File: src/rtl/rs_syndrome_calculator.sv
// RS(204,188) syndrome engine: Horner-evaluates S1..S16 = r(alpha^0..alpha^15) over GF(2^8)/0x11D, one byte per cycle.
// Latency: results and a one-cycle Syndrome_Valid appear after the edge sampling the last byte; no backpressure, gaps via Data_Valid.
module rs_syndrome_calculator #(
   parameter int PKT_LEN = 204
) (
   input  logic       Clk,
   input  logic       Reset,
   input  logic [7:0] Data_In,
   input  logic       Data_Valid,
   input  logic       Sop,
   output logic [7:0] S1,
   output logic [7:0] S2,
   output logic [7:0] S3,
   output logic [7:0] S4,
   output logic [7:0] S5,
   output logic [7:0] S6,
   output logic [7:0] S7,
   output logic [7:0] S8,
   output logic [7:0] S9,
   output logic [7:0] S10,
   output logic [7:0] S11,
   output logic [7:0] S12,
   output logic [7:0] S13,
   output logic [7:0] S14,
   output logic [7:0] S15,
   output logic [7:0] S16,
   output logic       Syndrome_Valid,
   output logic       Error_Flag
);

   localparam int CNT_W = $clog2(PKT_LEN + 1);

   typedef enum logic {IDLE, ACCUM} state_t;

   // Multiply by alpha, then by alpha^k with constant k: collapses to a pure XOR network.
   function automatic logic [7:0] xtime(input logic [7:0] a);
      return {a[6:0], 1'b0} ^ (a[7] ? 8'h1D : 8'h00);
   endfunction

   function automatic logic [7:0] mul_apow(input logic [7:0] a, input int k);
      logic [7:0] r;
      r = a;
      for (int i = 0; i < k; i++) begin
         r = xtime(r);
      end
      return r;
   endfunction

   state_t                 state_q, state_d;
   logic [CNT_W-1:0]       cnt_q, cnt_d;
   logic [15:0][7:0]       acc_q, acc_d;
   logic [15:0][7:0]       syn_q, syn_d;
   logic [15:0][7:0]       horner;
   logic                   sv_q, sv_d;
   logic                   ef_q, ef_d;

   always_comb begin
      for (int j = 0; j < 16; j++) begin
         horner[j] = mul_apow(acc_q[j], j) ^ Data_In;
      end
   end

   always_comb begin
      state_d = state_q;
      cnt_d   = cnt_q;
      acc_d   = acc_q;
      syn_d   = syn_q;
      sv_d    = 1'b0;
      ef_d    = ef_q;
      if (Data_Valid) begin
         if (Sop) begin
            // Sop always restarts, discarding any partial packet.
            acc_d   = {16{Data_In}};
            cnt_d   = CNT_W'(1);
            state_d = ACCUM;
         end else if (state_q == ACCUM) begin
            acc_d = horner;
            cnt_d = cnt_q + 1'b1;
            if (cnt_q == CNT_W'(PKT_LEN - 1)) begin
               syn_d   = horner;
               ef_d    = |horner;
               sv_d    = 1'b1;
               state_d = IDLE;
            end
         end
      end
   end

   always_ff @(posedge Clk or negedge Reset) begin
      if (!Reset) begin
         state_q <= IDLE;
         cnt_q   <= '0;
         acc_q   <= '0;
         syn_q   <= '0;
         sv_q    <= 1'b0;
         ef_q    <= 1'b0;
      end else begin
         state_q <= state_d;
         cnt_q   <= cnt_d;
         acc_q   <= acc_d;
         syn_q   <= syn_d;
         sv_q    <= sv_d;
         ef_q    <= ef_d;
      end
   end

   assign S1  = syn_q[0];
   assign S2  = syn_q[1];
   assign S3  = syn_q[2];
   assign S4  = syn_q[3];
   assign S5  = syn_q[4];
   assign S6  = syn_q[5];
   assign S7  = syn_q[6];
   assign S8  = syn_q[7];
   assign S9  = syn_q[8];
   assign S10 = syn_q[9];
   assign S11 = syn_q[10];
   assign S12 = syn_q[11];
   assign S13 = syn_q[12];
   assign S14 = syn_q[13];
   assign S15 = syn_q[14];
   assign S16 = syn_q[15];
   assign Syndrome_Valid = sv_q;
   assign Error_Flag     = ef_q;

endmodule

File: config.mk
export PLATFORM = sky130hd
export DESIGN_NAME = rs_syndrome_calculator
export DESIGN_NICKNAME = d
export VERILOG_FILES = /design/src/rtl/rs_syndrome_calculator.sv
export SDC_FILE = /design/constraint.sdc
export NUM_CORES = 1
export LEC_CHECK = 0
export BUFFER_PORTS_ARGS = -buffer_cell sky130_fd_sc_hd__buf_2
export CAP_MARGIN = 20
export CELL_PAD_IN_SITES_DETAIL_PLACEMENT = 1
export CELL_PAD_IN_SITES_GLOBAL_PLACEMENT = 1
export CORE_MARGIN = 3
export CORE_UTILIZATION = 50
export DETAILED_ROUTE_END_ITERATION = 10
export PLACE_DENSITY = 0.86
export REMOVE_ABC_BUFFERS = 1
export SETUP_SLACK_MARGIN = 0.4
export SYNTH_ARGS = -nofsm -noshare
export SYNTH_HDL_FRONTEND = slang
export SYNTH_SLANG_ARGS = --single-unit
File: constraint.sdc
create_clock -name Clk -period 4.11 [get_ports Clk]
set_input_delay 0.411 -clock Clk [delete_from_list [all_inputs] [get_ports Clk]]
set_output_delay 0.411 -clock Clk [all_outputs]
set_load 0.05 [all_outputs]
==> impl_summary.txt <==
----------------------------------------------------
[Logic synthesis]
  Area of the mapped netlist ... 15100 um2
  Fraction of registers with async set or reset after synthesis ... 1.00
  Post-Synthesis Cells ... 1681
  EDFF count, synth ... 0
  Sequential-to-total area share from yosys stat ... 0.442
  Flip-flop and latch count after synthesis ... 267
  Main area contributors after synthesis ... dfrtp_1 44%, xnor2_1 17%, nand2_1 7.6%
  Avg Synthesized Cell Area ... 8.99 um2
  Post-synth cell types ... 56
  Dominant cell type by area after synthesis ... dfrtp_1
  Number of warnings printed during yosys synthesis ... 0
  Leading register cell type out of synthesis ... dfrtp_1
  Fraction of synthesized cell area taken by the top area cell type ... 0.442

[Power and ir drop]
  Power density relative to cell area ... 929 nW/um2
  Maximum vdd ir drop ... 0.461 mV
  Design Power ... 15.9 mW
  Leakage ... 7.49 nW

[Detailed routing]
  Total detailed-routing wirelength ... 54000 um
  Detailed Route Iter0 Violations ... 1273
  Vias/cell ... 6.12
  First-pass DRT Iterations ... 5
  Count of nets left with antenna violations after detail routing ... 0
  Post-DR wirelength/cell ... 24.9 um
  Via Count ... 13287
  Remaining design rule violation count ... 0

[Place]
  PortBufs ... 141
  Post-detailed-placement cell area ... 16100 um2
  Cell total after placement ... 2116
  Final weighted congestion of routability-driven global placement ... 0.885
  Detailed Place HPWL ... 35200 um

[Cells and area]
  Most common library cell in the layout ignoring fill and taps ... nand2_1
  Number of standard cells in the final layout excluding fillers ... 2172
  Most flop-heavy register ... acc_q
  Non-Filler Cell Area, Final ... 17100 um2
  Flip-flop count of the largest register, all copies and words added ... 128
  Proportion of layout cells with a drive suffix above 1 ... 0.135
  Filler Cells Inserted ... 3408
  Total Nets Final ... 1772
  Syn-to-layout area delta ... 13.1%
  Highest-count cells in the layout ignoring fill and taps ... 306 x nand2_1, 293 x xnor2_1, 267 x dfrtp_1

[Run status]
  Status ... complete, no violations

[Worst hold path]
  Type of the most critical hold path ... in -> reg
  Worst Hold End ... cnt_q[7]
  Startpoint of the lowest-slack hold path ... Data_Valid
  Cell depth of the worst hold path ... 2

[STA]
  Max-slew violation count ... 0
  Highest Clock Rate ... 330 MHz
  Unrepaired setup endpoints after global routing ... no
  Worst Max-Slew Pin Slew ... 0.978 ns
  Relative slew margins ... 0.346
  Final cycle utilization of the critical path ... 0.737
  Number of hold violations in the final report ... 0
  Number of failing setup endpoints in the final timing report ... 0
  Setup Skew ... 0.0152 ns
  Crit path time final ... 3.03 ns
  Hold slack ... 0.183 ns

[Global routing]
  Overall Global Routing Usage ... 0.329
  Number of antenna violations at the first check in global routing ... 1
  Global-route wire length before repair ... 84400 um
  Maximum number of pins on one net before global-route repair ... 133
  GR Overflow Total ... 0
  Number of global-route vias before repair ... 14299

[Critical path]
  Cell count of the worst reg-to-reg path ... 7
  Worst R2R Setup Slack ... 1.08 ns
  Worst EP arrival ... 3.48 ns
  Startpoint Class ... register
  Critical register-to-register path endpoint ... Error_Flag
  Reg2Reg Launch Point ... acc_q[110]
  Biggest fanout along the worst timing path ... 6
  Worst Path Required ... 4.56 ns
  Setup Crit Path Kind ... reg -> reg
  Category of the worst setup path capture point ... register

[Clock tree]
  TritonCTS clock tree ... built
  Worst skew pair latency ... 0.57 ns
  H-tree depth ... 1
  Clock-pin slew of the registers on the worst-case setup and hold paths ... 0.06 ns
  TritonCTS Sinks ... 267
  Setup bufs post-CTS ... 0
  TritonCTS Buffers ... 30
  Clock Root Buffer ... clkbuf_16
  Buffer depth of the longest clock path ... 3

[Die]
  Die area ... 32400 um2
  Floorplan die width ... 180 um
  Starting Density ... 0.509
  Count of standard-cell rows ... 63
  IO Pins ... 142
  Core Footprint ... 29700 um2
  Die span in y ... 180 um

[Flow run]
  Count of maximum capacitance violations ... 0

----------------------------------------------------
-- synthesized netlist by cell type (all sizes together) (2+ instances only) --
library cell	count
a2111oi	2
a21oi	65
a31oi	9
and2	7
and3	10
buf	28
clkbuf	96
clkinv	4
dfrtp	267
inv	26
mux2	4
mux2i	5
nand2	306
nand3	32
nand4	10
nand4b	6
nor2	67
nor2b	18
nor3	18
nor3b	3
nor4	7
nor4bb	2
o211ai	20
o21a	20
o21ai	229
o22ai	7
o31ai	12
o32ai	10
or3	6
xnor2	297
xor2	73
xor3	2
-- logic make-up (layout without fill, tap and decap cells) --
logic type / count (synthesis) / count (layout) / share of synthesized area
mux: 9 / 9 / 0.00629
flops: 267 / 267 / 0.442
xor+xnor: 373 / 373 / 0.223
compound gates: 380 / 380 / 0.141
buf+inv: 154 / 254 / 0.0433
fa+ha+maj: 1 / 1 / 0.000828
other cells: 0 / 1 / 0
simple gates: 497 / 497 / 0.143
-- metal layers --
metal / share of wire / vias to the layer above / GRT usage
met5: 0 / - / 0
met4: 0.054 / 0 / 0.163
met3: 0.078 / 186 / 0.0625
met2: 0.47 / 661 / 0.532
met1: 0.40 / 6719 / 0.425
li1: - / 5721 / -
-- per-stage QoR --
step	utilization	setup slack, ns	TNS, ns
floorplan	-	-6.14	-671.80
global placement	0.541	1.02	0
detailed placement	0.541	0.990	0
CTS	0.575	1.19	0
global route	0.575	1.01	0
finish	0.576	1.08	0
-- power breakdown --
| part | switching [mW] | internal, mW | total, mW | leakage (nW) |
|---|---|---|---|---|
| sequential | 0.918 | 3.16 | 4.08 | 3.46 |
| combinational | 5.57 | 3.36 | 8.94 | 3.53 |
| clock | 1.15 | 1.72 | 2.87 | 0.504 |
| total | 7.64 | 8.25 | 15.9 | 7.49 |
-- how the worst max path moves through the flow --
stage	slack, ns	endpoint	start
after floorplan	-6.14	cnt_q[7]	state_q
after global placement	1.02	Error_Flag	Data_In[7]
after detailed placement	0.99	Error_Flag	Data_In[4]
after CTS	1.19	Error_Flag	acc_q[97]
after global routing	1.01	Error_Flag	acc_q[119]
final	1.08	Error_Flag	acc_q[110]
-- repair_timing --
item / CTS / global route
endpoints found under the hold margin: 89 / 0
hold buffers: 1 / 0
resized for setup: 0 / 0
endpoints found under the setup margin: 0 / 0
-- area by class of cell --
| type | instances | area, um2 | share of cell area |
|---|---|---|---|
| Antenna cell | 1 | 2.50 | 0.000146 |
| Clock inverter | 13 | 193 | 0.0113 |
| Clock buffer | 41 | 833 | 0.0487 |
| Tap cell | 390 | 488 | 0.0285 |
| Inverter | 30 | 125 | 0.00732 |
| Timing Repair Buffer | 170 | 976 | 0.0571 |
| Multi-Input combinational cell | 1260 | 7800 | 0.456 |
| Sequential cell | 267 | 6680 | 0.391 |
-- worst max-delay path, stage by stage (launching register included) --
cell and delay [ns]:
dfrtp_1 0.49, xor2_1 0.33, xnor2_1 0.18, xnor2_1 0.69
nand4_1 0.27, nor4_2 0.39, o2111ai_1 0.18, o32a_1 0.39
(Power assumes the default switching activity.)
